File: config.mk
export PLATFORM = sky130hd
export DESIGN_NAME = bin_bcd_seq
export DESIGN_NICKNAME = d
export VERILOG_FILES = /design/src/rtl/ula_pkg.sv /design/src/rtl/bcd_add3.sv /design/src/rtl/bin_bcd_seq.sv
export SDC_FILE = /design/constraint.sdc
export NUM_CORES = 1
export LEC_CHECK = 0
export BUFFER_PORTS_ARGS = -buffer_cell sky130_fd_sc_hd__buf_4
export CELL_PAD_IN_SITES_DETAIL_PLACEMENT = 2
export CELL_PAD_IN_SITES_GLOBAL_PLACEMENT = 2
export CORE_ASPECT_RATIO = 1.75
export CORE_MARGIN = 3
export CORE_UTILIZATION = 35
export DETAILED_ROUTE_END_ITERATION = 6
export PLACE_DENSITY = 0.83
export SLEW_MARGIN = 20
export SYNTH_ARGS = -nofsm -noshare
export SYNTH_HDL_FRONTEND = slang
export SYNTH_SLANG_ARGS = --single-unit
File: constraint.sdc
create_clock -name clk -period 1.7 [get_ports clk]
set_clock_uncertainty 0.05 [all_clocks]
set_input_delay 0.34 -clock clk [delete_from_list [all_inputs] [get_ports clk]]
set_output_delay 0.34 -clock clk [all_outputs]
set_load 0.05 [all_outputs]
File: src/rtl/ula_pkg.sv
// Shared types and helpers for the ALU result path (binary-to-BCD conversion).
package ula_pkg;

    typedef enum logic [1:0] {
        IDLE  = 2'd0,
        SHIFT = 2'd1,
        DONE  = 2'd2
    } state_t;

    localparam logic [3:0] BCD_ERR_DIGIT = 4'hE;

    // Smallest number of decimal digits able to hold 2^w-1.
    function automatic int unsigned min_digits(input int unsigned w);
        int unsigned max_val;
        int unsigned n;
        max_val = (32'd1 << w) - 32'd1;
        n = 32'd1;
        while (max_val >= 32'd10) begin
            max_val = max_val / 32'd10;
            n = n + 32'd1;
        end
        return n;
    endfunction

endpackage

File: src/rtl/bcd_add3.sv
// Double-dabble correction cell: add 3 to a BCD digit that is 5 or more.
module bcd_add3 (
    input  logic [3:0] digit,
    output logic [3:0] adj_c
);

    assign adj_c = (digit >= 4'd5) ? digit + 4'd3 : digit;

endmodule

File: src/rtl/bin_bcd_seq.sv
// Sequential binary-to-BCD converter (shift-and-add-3, one bit per cycle).
// Optional error passthrough (divide-by-zero shown as "E") under BIN_BCD_ERR_EN.
module bin_bcd_seq
    import ula_pkg::*;
#(
    parameter int unsigned W      = 5,
    parameter int unsigned DIGITS = 2
) (
    input  logic                  clk,
    input  logic                  rst_n,
    input  logic                  in_valid,
    output logic                  in_ready,
    input  logic [W-1:0]          in_data,
    output logic                  out_valid,
    input  logic                  out_ready,
    output logic [4*DIGITS-1:0]   out_bcd,
    output logic                  busy
`ifdef BIN_BCD_ERR_EN
    ,
    input  logic                  in_err,
    output logic                  out_err
`endif
);

    localparam int unsigned BW = 4 * DIGITS;
    localparam int unsigned CW = $clog2(W + 1);
    localparam logic [CW-1:0] LAST = CW'(W - 1);

    generate
        if (W < 1 || W > 8 || DIGITS < min_digits(W)) begin : g_param_err
            $error("bin_bcd_seq: W must be 1..8 and DIGITS large enough for 2^W-1");
        end
    endgenerate

    state_t          state;
    logic [W-1:0]    bin_q;
    logic [BW-1:0]   bcd_q;
    logic [CW-1:0]   cnt;
    logic [BW-1:0]   bcd_adj_c;
    logic [BW+W-1:0] shift_c;

    // Per-digit add-3 correction ahead of the shift.
    generate
        for (genvar d = 0; d < DIGITS; d++) begin : g_digit
            bcd_add3 u_add3 (
                .digit (bcd_q[4*d +: 4]),
                .adj_c (bcd_adj_c[4*d +: 4])
            );
        end
    endgenerate

    assign shift_c = {bcd_adj_c, bin_q} << 1;

    always_ff @(posedge clk or negedge rst_n) begin
        if (!rst_n) begin
            state     <= IDLE;
            bin_q     <= '0;
            bcd_q     <= '0;
            cnt       <= '0;
            in_ready  <= 1'b1;
            out_valid <= 1'b0;
            out_bcd   <= '0;
            busy      <= 1'b0;
`ifdef BIN_BCD_ERR_EN
            out_err   <= 1'b0;
`endif
        end else begin
            case (state)
                IDLE: begin
                    if (in_valid) begin
`ifdef BIN_BCD_ERR_EN
                        // Error results bypass conversion and show "E" on every digit.
                        if (in_err) begin
                            state     <= DONE;
                            in_ready  <= 1'b0;
                            out_valid <= 1'b1;
                            out_bcd   <= {DIGITS{BCD_ERR_DIGIT}};
                            out_err   <= 1'b1;
                        end else
`endif
                        begin
                            state    <= SHIFT;
                            bin_q    <= in_data;
                            bcd_q    <= '0;
                            cnt      <= '0;
                            in_ready <= 1'b0;
                            busy     <= 1'b1;
                        end
                    end
                end
                SHIFT: begin
                    bin_q <= shift_c[W-1:0];
                    bcd_q <= shift_c[BW+W-1:W];
                    cnt   <= cnt + CW'(1);
                    // Publish the final accumulator directly from the last shift.
                    if (cnt == LAST) begin
                        state     <= DONE;
                        busy      <= 1'b0;
                        out_valid <= 1'b1;
                        out_bcd   <= shift_c[BW+W-1:W];
                    end
                end
                DONE: begin
                    if (out_ready) begin
                        state     <= IDLE;
                        out_valid <= 1'b0;
                        in_ready  <= 1'b1;
`ifdef BIN_BCD_ERR_EN
                        out_err   <= 1'b0;
`endif
                    end
                end
                default: begin
                    state     <= IDLE;
                    in_ready  <= 1'b1;
                    out_valid <= 1'b0;
                    busy      <= 1'b0;
                end
            endcase
        end
    end

endmodule

==> impl_metrics.env, run 1 <==
export IMPL_cap_violations=0
export IMPL_hold_class="in2reg"
export IMPL_hp_start="out_ready"
export IMPL_areaGrowthSynthToFinish_pct=24.35
export IMPL_r2r_end="bcd_q[1]"
export IMPL_grt_pass1_wl_um=5975
export IMPL_die_h_um=89.59
export IMPL_diodes=0
export IMPL_wirelength_um=3602
export IMPL_fp_coreArea_um2=3737
export IMPL_slew_limit_headroom=0.7127
export IMPL_cts_path_max_buffers=2
export IMPL_timing_rr_start="bcd_q[1]"
export IMPL_netlist_top_cells_count="28 x dfrtp_1, 26 x nand2_1, 13 x o21ai_0"
export IMPL_synth_compound_area_frac=0.1737
export IMPL_yosysTopAreaCell="dfrtp_1"
export IMPL_crit_path_end_kind="register"
export IMPL_synth_edf_count=0
export IMPL_cp_cell_sequence="inv_2 -> ha_1 -> nand2b_1 -> a21oi_2 -> buf_4 -> xnor2_1 -> o21ai_0"
export IMPL_dieArea_um2=4817
export IMPL_synth_mux_area_frac=0.02686
export IMPL_grt_max_degree=30
export IMPL_synth_xor_area_frac=0.01253
export IMPL_numCtsBuffers=5
export IMPL_multi_input_area_um2=639.4
export IMPL_min_path_cells=2
export IMPL_cts_root_buf="clkbuf_8"
export IMPL_worstPathRequired_ns=1.80
export IMPL_path_clk_slew_ns=0.06
export IMPL_yosysMostFrequentCell="dfrtp_1"
export IMPL_rows=29
export IMPL_async_flop_share=1.000
export IMPL_nFillCells=411
export IMPL_cp_arrival_ns=1.73
export IMPL_holdPathEnd="in_ready"
export IMPL_critPathLaunchType="register"
export IMPL_io_buffers=19
export IMPL_start_util=0.3740
export IMPL_timing_hold_ws_ns=0.2664
export IMPL_fmax_mhz=611.2
export IMPL_dp_hpwl_um=2557
export IMPL_crit_fanout=3
export IMPL_syn_cell_area_um2=1398
export IMPL_status="finished clean"
export IMPL_ant_nets=0
export IMPL_hold_viol_final=0
export IMPL_crit_type="reg2reg"
export IMPL_synth_top_family_by_area="compound AO/OA/AOI/OAI gates"
export IMPL_clock_sinks=29
export IMPL_drv_slew=0
export IMPL_routabilityCongestion=0.8494
export IMPL_vias=1128
export IMPL_syn_inst=142
export IMPL_rr_worst_depth=7
export IMPL_power_mw=3.757
export IMPL_p_leak_nw=0.7942
export IMPL_slowest_stage="dfrtp_1"
export IMPL_r2r_slack_ns=0.06
export IMPL_antenna_found_initial=0
export IMPL_dieWidth_um=53.77
export IMPL_fin_util=0.4650
export IMPL_synth_ff_type="dfrtp_1"
export IMPL_synth_simple_area_share=0.1647
export IMPL_max_stage_delay_ns=0.38
export IMPL_p_per_area_nw_per_um2=2162
export IMPL_setup_viol=0
export IMPL_ios=20
export IMPL_synth_top_area_frac=0.5013
export IMPL_drive_above_1_share=0.2738
export IMPL_regArea_um2=726.9
export IMPL_synth_top_cells_by_area="dfrtp_1 50%, nand2_1 7.0%, ha_1 5.4%"
export IMPL_synth_fa_ha_area_frac=0.05372
export IMPL_wl_per_cell_um=16.83
export IMPL_worstSkewPairLatency_ns=0.28
export IMPL_drc=0
export IMPL_avgSynthCellArea_um2=9.842
export IMPL_cts_tree="done"
export IMPL_overflow=0
export IMPL_ys_warn_count=0
export IMPL_irDropWorstVdd_uv=890.8
export IMPL_nNetsFinal=182
export IMPL_synth_seq_cells=29
export IMPL_netlist_cell_type_count=32
export IMPL_dr_pass1_iters=3
export IMPL_via_per_inst=5.271
export IMPL_yosysSeqAreaShare=0.5201
export IMPL_grt_usage=0.1723
export IMPL_grt_pass1_vias=1283
export IMPL_worst_slew_pin_slew_ns=0.4298
export IMPL_h_tree_depth=2
export IMPL_finalCriticalPeriod_ns=1.636
export IMPL_syn_nets=157
export IMPL_finalCritPeriodShare=0.9624
export IMPL_drtIter0Drc=5
==> state kept, by name (all words and copies together) (netlist names) <==
register / count
bcd_q: 8
cnt: 3
out_valid: 1
bin_q: 5
state: 2
in_ready: 1
busy: 1
out_bcd: 8
==> stage by stage <==
stage | setup TNS (ns) | instances | worst slack [ns] | instance area (µm²)
4_1_cts | 0 | 214 | 0.001372 | 1707
6_report | 0 | 214 | 0.06398 | 1738
5_1_grt | -0.06811 | 214 | -0.02394 | 1738
2_1_floorplan | 0 | 142 | 0.1818 | 1398
3_3_place_gp | 0 | 204 | 0.1255 | 1583
3_5_place_dp | -0.09709 | 204 | -0.05501 | 1583
==> layer usage <==
layer | track usage | vias up | wire [µm]
li1 | - | 529 | -
met2 | 0.3300 | 24 | 2121
met5 | 0 | - | 0
met4 | 0.05581 | 0 | 54
met1 | 0.1732 | 568 | 1303
met3 | 0.04132 | 7 | 122
==> critical path, delay by kind of cell (launching register included) <==
kind                     cells  cell delay, ns
buffers and inverters        2            0.24
adder cells (fa/ha/maj)      1            0.18
AO/OA/AOI/OAI                2            0.34
XOR/XNOR                     1            0.16
AND/OR/NAND/NOR              1            0.17
flip-flops                   1            0.38
==> layout make-up <==
type / instances / share of cell area
Inverter: 8 / 0.01728
Multi-Input combinational cell: 99 / 0.3679
Tap cell: 46 / 0.03312
Sequential cell: 29 / 0.4183
Clock inverter: 1 / 0.002880
Timing Repair Buffer: 24 / 0.1051
Clock buffer: 7 / 0.05544
==> cell usage in the layout (no fill, tap or decap), types with 3 or more instances in the layout <==
cell       n
dfrtp_1   28
nand2_1   26
buf_4     23
o21ai_1   12
o21ai_0   12
a21oi_1    8
clkbuf_8   7
nor3b_1    6
inv_1      4
inv_2      4
nor2_1     4
ha_1       4
nand2b_1   3
==> kinds of logic (layout without fill, tap and decap cells) <==
group	count (synthesis)	in the layout
simple gates	46	46
compound gates	42	42
flops	29	29
buf+inv	14	40
fa+ha+maj	6	6
mux	3	3
xor+xnor	2	2
==> worst max path at each step <==
stage                             to  slack (ns)  startpoint
after detailed placement    bcd_q[2]       -0.06    bcd_q[0]
after global routing        bcd_q[1]       -0.02    bcd_q[1]
after global placement      bcd_q[2]        0.13    bcd_q[0]
final                       bcd_q[1]        0.06    bcd_q[1]
after CTS                   bcd_q[2]       0.001    bcd_q[0]
after floorplan           out_bcd[2]        0.18    bcd_q[0]
==> power by group <==
group	leakage [nW]	total, mW	switching, mW	internal, mW
Combinational	0.374	1.87	1.15	0.725
Clock	0.0542	0.622	0.257	0.365
Sequential	0.366	1.26	0.275	0.986
==> repair_timing <==
item	4_1_cts	5_1_grt
setup endpoints to repair	3	7
hold buffers	1	0
gates resized for setup	2	9
endpoints found under the hold margin	28	0
setup buffers	1	0
pin swaps	1	2
Note: power is estimated with default switching activity, not from simulation.
==> run 2, diff against run 1 <==
RECOVER_POWER = 50   (was not set)
==> run 2 against run 1 <==
Net effect:
- die area is the same
- routed wire length barely moved
- via count barely moved
- core utilization is 0.47 points lower
- worst setup slack about the same
- non-clock buffer count did not move
- register-to-register slack is essentially flat
- global-route usage stayed put
- critical path depth stayed put
- combinational power hardly changed
- largest power group unchanged
==> impl_metrics.env, run 2 (synthesis gave the netlist of run 1 again) <==
export IMPL_layout_commonest_cell="dfrtp_1"
export IMPL_layout_common_cells="28 x dfrtp_1, 26 x nand2_1, 18 x buf_4"
export IMPL_cts_root_buf="clkbuf_8"
export IMPL_routabilityCongestion=0.8494
export IMPL_top_regs="bcd_q x8, out_bcd x8, bin_q x5"
export IMPL_drv_slew=0
export IMPL_ant_nets=0
export IMPL_vias=1127
export IMPL_die_h_um=89.59
export IMPL_rr_worst_depth=7
export IMPL_crit_fanout=3
export IMPL_io_buffers=19
export IMPL_grt_pass1_vias=1283
export IMPL_fp_coreArea_um2=3737
export IMPL_timing_rr_start="bcd_q[1]"
export IMPL_dp_hpwl_um=2557
export IMPL_ios=20
export IMPL_rows=29
export IMPL_irDropWorstVdd_uv=872.6
export IMPL_path_clk_slew_ns=0.06
export IMPL_fmax_mhz=611.2
export IMPL_worst_slew_pin_slew_ns=0.7375
export IMPL_diodes=0
export IMPL_critPathLaunchType="register"
export IMPL_drive_above_1_share=0.2500
export IMPL_start_util=0.3740
export IMPL_finalCriticalPeriod_ns=1.636
export IMPL_cap_violations=0
export IMPL_numCtsBuffers=5
export IMPL_drtIter0Drc=5
export IMPL_drc=0
export IMPL_grt_pass1_wl_um=5975
export IMPL_slew_limit_headroom=0.5083
export IMPL_hold_class="in2reg"
export IMPL_dpl_instance_area_um2=1583
export IMPL_hp_start="out_ready"
export IMPL_holdPathEnd="in_ready"
export IMPL_finalCritPeriodShare=0.9624
export IMPL_fin_util=0.4603
export IMPL_crit_path_end_kind="register"
export IMPL_hold_viol_final=0
export IMPL_r2r_slack_ns=0.06
export IMPL_r2r_end="bcd_q[1]"
export IMPL_areaGrowthSynthToFinish_pct=23.10
export IMPL_clock_sinks=29
export IMPL_nNetsFinal=182
export IMPL_min_path_cells=2
export IMPL_wirelength_um=3601
export IMPL_dieArea_um2=4817
export IMPL_worstPathRequired_ns=1.80
export IMPL_grt_max_degree=30
export IMPL_dr_pass1_iters=3
export IMPL_dieWidth_um=53.77
export IMPL_p_leak_nw=0.7774
export IMPL_grt_usage=0.1723
export IMPL_h_tree_depth=2
export IMPL_cts_path_max_buffers=2
export IMPL_via_per_inst=5.266
export IMPL_p_per_area_nw_per_um2=2164
export IMPL_status="finished clean"
export IMPL_antenna_found_initial=0
export IMPL_cp_arrival_ns=1.73
export IMPL_worstSkewPairLatency_ns=0.28
export IMPL_final_area_um2=1720
export IMPL_setup_viol=0
export IMPL_overflow=0
export IMPL_wl_per_cell_um=16.83
export IMPL_cts_tree="done"
export IMPL_crit_type="reg2reg"
run 2: cell count changes in the layout (fill, tap and decap cells not counted):
cell and change:
buf_4 -5, clkbuf_1 +4, clkbuf_2 +1
run 2: through the flow:
| stage | hold WS (ns) | setup WS (ns) | total power [mW] | instances | TNS [ns] |
|---|---|---|---|---|---|
| after detailed placement | 0.2418 | -0.05501 | 3.000 | 204 | -0.09709 |
| after global placement | 0.2368 | 0.1255 | 2.887 | 204 | 0 |
| after CTS | 0.2645 | 0.001372 | 3.679 | 214 | 0 |
| after floorplan | -0.005591 | 0.1818 | 2.480 | 142 | 0 |
| after global routing | 0.2805 | -0.02394 | 4.025 | 214 | -0.06811 |
| final | 0.2664 | 0.06398 | 3.723 | 214 | 0 |
run 2: power by group:
part           switching [mW]  total, mW  internal (mW)  leakage [nW]
Combinational            1.15       1.84          0.692         0.357
Sequential              0.274       1.26          0.986         0.366
Clock                   0.257      0.622          0.365        0.0542
run 2: timing repair:
| item | CTS | global route |
|---|---|---|
| setup buffers | 1 | 0 |
| endpoints found under the setup margin | 3 | 7 |
| pin swaps | 1 | 2 |
| gates cloned | 0 | 0 |
| resized for setup | 2 | 9 |
| hold buffers | 1 | 0 |
| hold endpoints to repair | 28 | 0 |
run 2: worst max path at each step:
stage          startpoint          to  slack (ns)  cells past startpoint
2_1_floorplan    bcd_q[0]  out_bcd[2]        0.18                      6
3_3_place_gp     bcd_q[0]    bcd_q[2]        0.13                      6
3_5_place_dp     bcd_q[0]    bcd_q[2]       -0.06                      6
4_1_cts          bcd_q[0]    bcd_q[2]       0.001                      6
5_1_grt          bcd_q[1]    bcd_q[1]       -0.02                      7
6_report         bcd_q[1]    bcd_q[1]        0.06                      7
run 2: metal layers:
layer	vias to the layer above	global-route usage	share of wire
li1	529	-	-
met1	567	0.1732	0.36
met2	24	0.3300	0.59
met3	7	0.04132	0.035
met4	0	0.05581	0.015
met5	-	0	0
run 2: worst max-delay path, cell delays in order, from the launching register on:
cell	delay [ns]
dfrtp_1	0.38
inv_2	0.09
ha_1	0.18
nand2b_1	0.17
a21oi_2	0.23
buf_4	0.15
xnor2_1	0.16
o21ai_0	0.11
run 2: layout make-up:
| type | count | area (µm²) |
|---|---|---|
| Clock inverter | 1 | 5.005 |
| Clock buffer | 7 | 96.34 |
| Inverter | 8 | 30.03 |
| Timing Repair Buffer | 24 | 165.2 |
| Fill cell | 415 | 2017 |
| Sequential cell | 29 | 726.9 |
| Multi-Input combinational cell | 99 | 639.4 |
| Tap cell | 46 | 57.56 |
==> run 3, diff against run 2 <==
CORE_UTILIZATION = 36   (was 35)
MAX_ROUTING_LAYER = met4   (was not set)
SYNTH_HIERARCHICAL = 1   (was not set)
==> run 3 against run 2 <==
Net effect:
- register-to-register slack improved by 0.03 ns
- synthesized cell count decreased by 13%
- non-clock buffer count decreased by 2
==> impl_metrics.env, run 3 <==
export IMPL_final_area_um2=1659
export IMPL_routabilityCongestion=0.7146
export IMPL_h_tree_depth=2
export IMPL_start_util=0.3776
export IMPL_crit_type="reg2reg"
export IMPL_via_per_inst=5.291
export IMPL_fin_cells=196
export IMPL_drive_above_1_share=0.2800
export IMPL_hold_viol_final=0
export IMPL_top_regs="bcd_q x8, out_bcd x8, bin_q x5"
export IMPL_p_clk_frac=0.146
export IMPL_fin_setup_tns_ns=0
export IMPL_overflow=0
export IMPL_cp_top_family="flip-flops"
export IMPL_power_mw=3.819
export IMPL_p_leak_nw=0.7854
export IMPL_grt_usage=0.1851
export IMPL_worstPathRequired_ns=1.88
export IMPL_max_stage_delay_ns=0.45
export IMPL_worst_slew_pin_slew_ns=0.8434
export IMPL_syn_nets=138
export IMPL_dieWidth_um=52.64
export IMPL_power_frac_seq=0.345
export IMPL_path_clk_slew_ns=0.07
export IMPL_dieArea_um2=4611
export IMPL_finalCriticalPeriod_ns=1.605
export IMPL_drv_slew=0
export IMPL_layout_commonest_cell="dfrtp_1"
export IMPL_worst_slack_ns=0.09534
export IMPL_post_cts_buffers=0
export IMPL_top_usage_layer="met2"
export IMPL_cap_violations=0
export IMPL_fp_coreArea_um2=3628
export IMPL_crit_path_end_kind="register"
export IMPL_timing_hold_ws_ns=0.1926
export IMPL_use_met1=0.1752
export IMPL_grt_met2_usage=0.3439
export IMPL_vias=1037
export IMPL_setup_viol=0
export IMPL_finalCritPeriodShare=0.9439
export IMPL_dp_hpwl_um=2602
export IMPL_cp_cell_sequence="ha_1 -> nand2b_1 -> a21oi_2 -> mux2i_1 -> mux2_2"
export IMPL_met3_usage=0.04600
export IMPL_cts_path_max_buffers=2
export IMPL_clock_sinks=29
export IMPL_slowest_stage="dfrtp_2"
export IMPL_rsz0062_at_grt="no"
export IMPL_p_switching_mw=1.748
export IMPL_syn_cell_area_um2=1370
export IMPL_r2r_slack_ns=0.1
export IMPL_grt_max_degree=30
export IMPL_fin_util=0.4572
export IMPL_crit_fanout=5
export IMPL_die_h_um=87.61
export IMPL_cts_root_buf="clkbuf_8"
export IMPL_nNetsFinal=164
export IMPL_rows=29
export IMPL_critPathLaunchType="register"
export IMPL_fmax_mhz=623.2
export IMPL_crit_buf_inv=0
export IMPL_swShare=0.4578
export IMPL_status="finished clean"
export IMPL_worstSkewPairLatency_ns=0.29
export IMPL_numCtsBuffers=5
export IMPL_areaGrowthSynthToFinish_pct=21.10
export IMPL_p_int_mw=2.071
export IMPL_avgSynthCellArea_um2=11.14
export IMPL_dpl_instance_area_um2=1568
export IMPL_irDropWorstVdd_uv=957.3
export IMPL_grt_pass1_vias=1249
export IMPL_ant_nets=0
export IMPL_antenna_found_initial=0
export IMPL_hold_class="in2reg"
export IMPL_layout_common_cells="27 x dfrtp_1, 19 x buf_4, 14 x nand2_1"
export IMPL_dr_pass1_iters=4
export IMPL_place_inst=187
export IMPL_place_worst_setup_slack_ns=0.07634
export IMPL_cts_tree="done"
export IMPL_io_buffers=19
export IMPL_syn_inst=123
export IMPL_slew_limit_headroom=0.4366
export IMPL_grt_pass1_wl_um=5940
export IMPL_wl_per_cell_um=17.71
export IMPL_diodes=0
export IMPL_cp_arrival_ns=1.79
export IMPL_wirelength_um=3472
export IMPL_p_per_area_nw_per_um2=2302
export IMPL_combinationalPowerShare=0.509
export IMPL_ios=20
export IMPL_drc=0
export IMPL_drtIter0Drc=14
export IMPL_ys_warn_count=6
## run 3: power by group through the flow
stage / clock network, mW / logic [mW] / registers [mW]
3_3_place_gp: 0 / 1.86 / 1.30
2_1_floorplan: 0 / 1.03 / 1.66
5_1_grt: 0.612 / 2.12 / 1.38
4_1_cts: 0.577 / 2.00 / 1.33
6_report: 0.559 / 1.94 / 1.32
3_5_place_dp: 0 / 1.98 / 1.33
## run 3: repair_timing
action                                  CTS  global route
endpoints found under the setup margin    0             1
endpoints found under the hold margin    28             0
hold buffers                              1             0
gates resized for setup                   0             1
## run 3: final cells by class
cell class	instances	area, µm²
Clock buffer	5	68.82
Clock inverter	3	17.52
Fill cell	389	1969
Inverter	8	30.03
Multi-Input combinational cell	83	595.6
Sequential cell	29	728.2
Tap cell	46	57.56
Timing Repair Buffer	22	161.4
## run 3: per-layer routing
| layer | vias to the layer above | routed length [µm] |
|---|---|---|
| li1 | 486 | - |
| met1 | 525 | 1243 |
| met2 | 19 | 2053 |
| met3 | 7 | 107 |
| met4 | 0 | 68 |
| met5 | - | 0 |
## run 3: path summary, 6_finish.rpt
kind                                   end        from  cells past startpoint
worst max-delay path            out_bcd[2]    bcd_q[0]                      5
worst min-delay path              state[1]   out_ready                      2
worst max register to register  out_bcd[2]    bcd_q[0]                      5
worst min register to register  out_bcd[3]  out_bcd[3]                      1
max in group asynchronous         bcd_q[0]       rst_n                      2
min in group asynchronous       out_bcd[7]       rst_n                      2
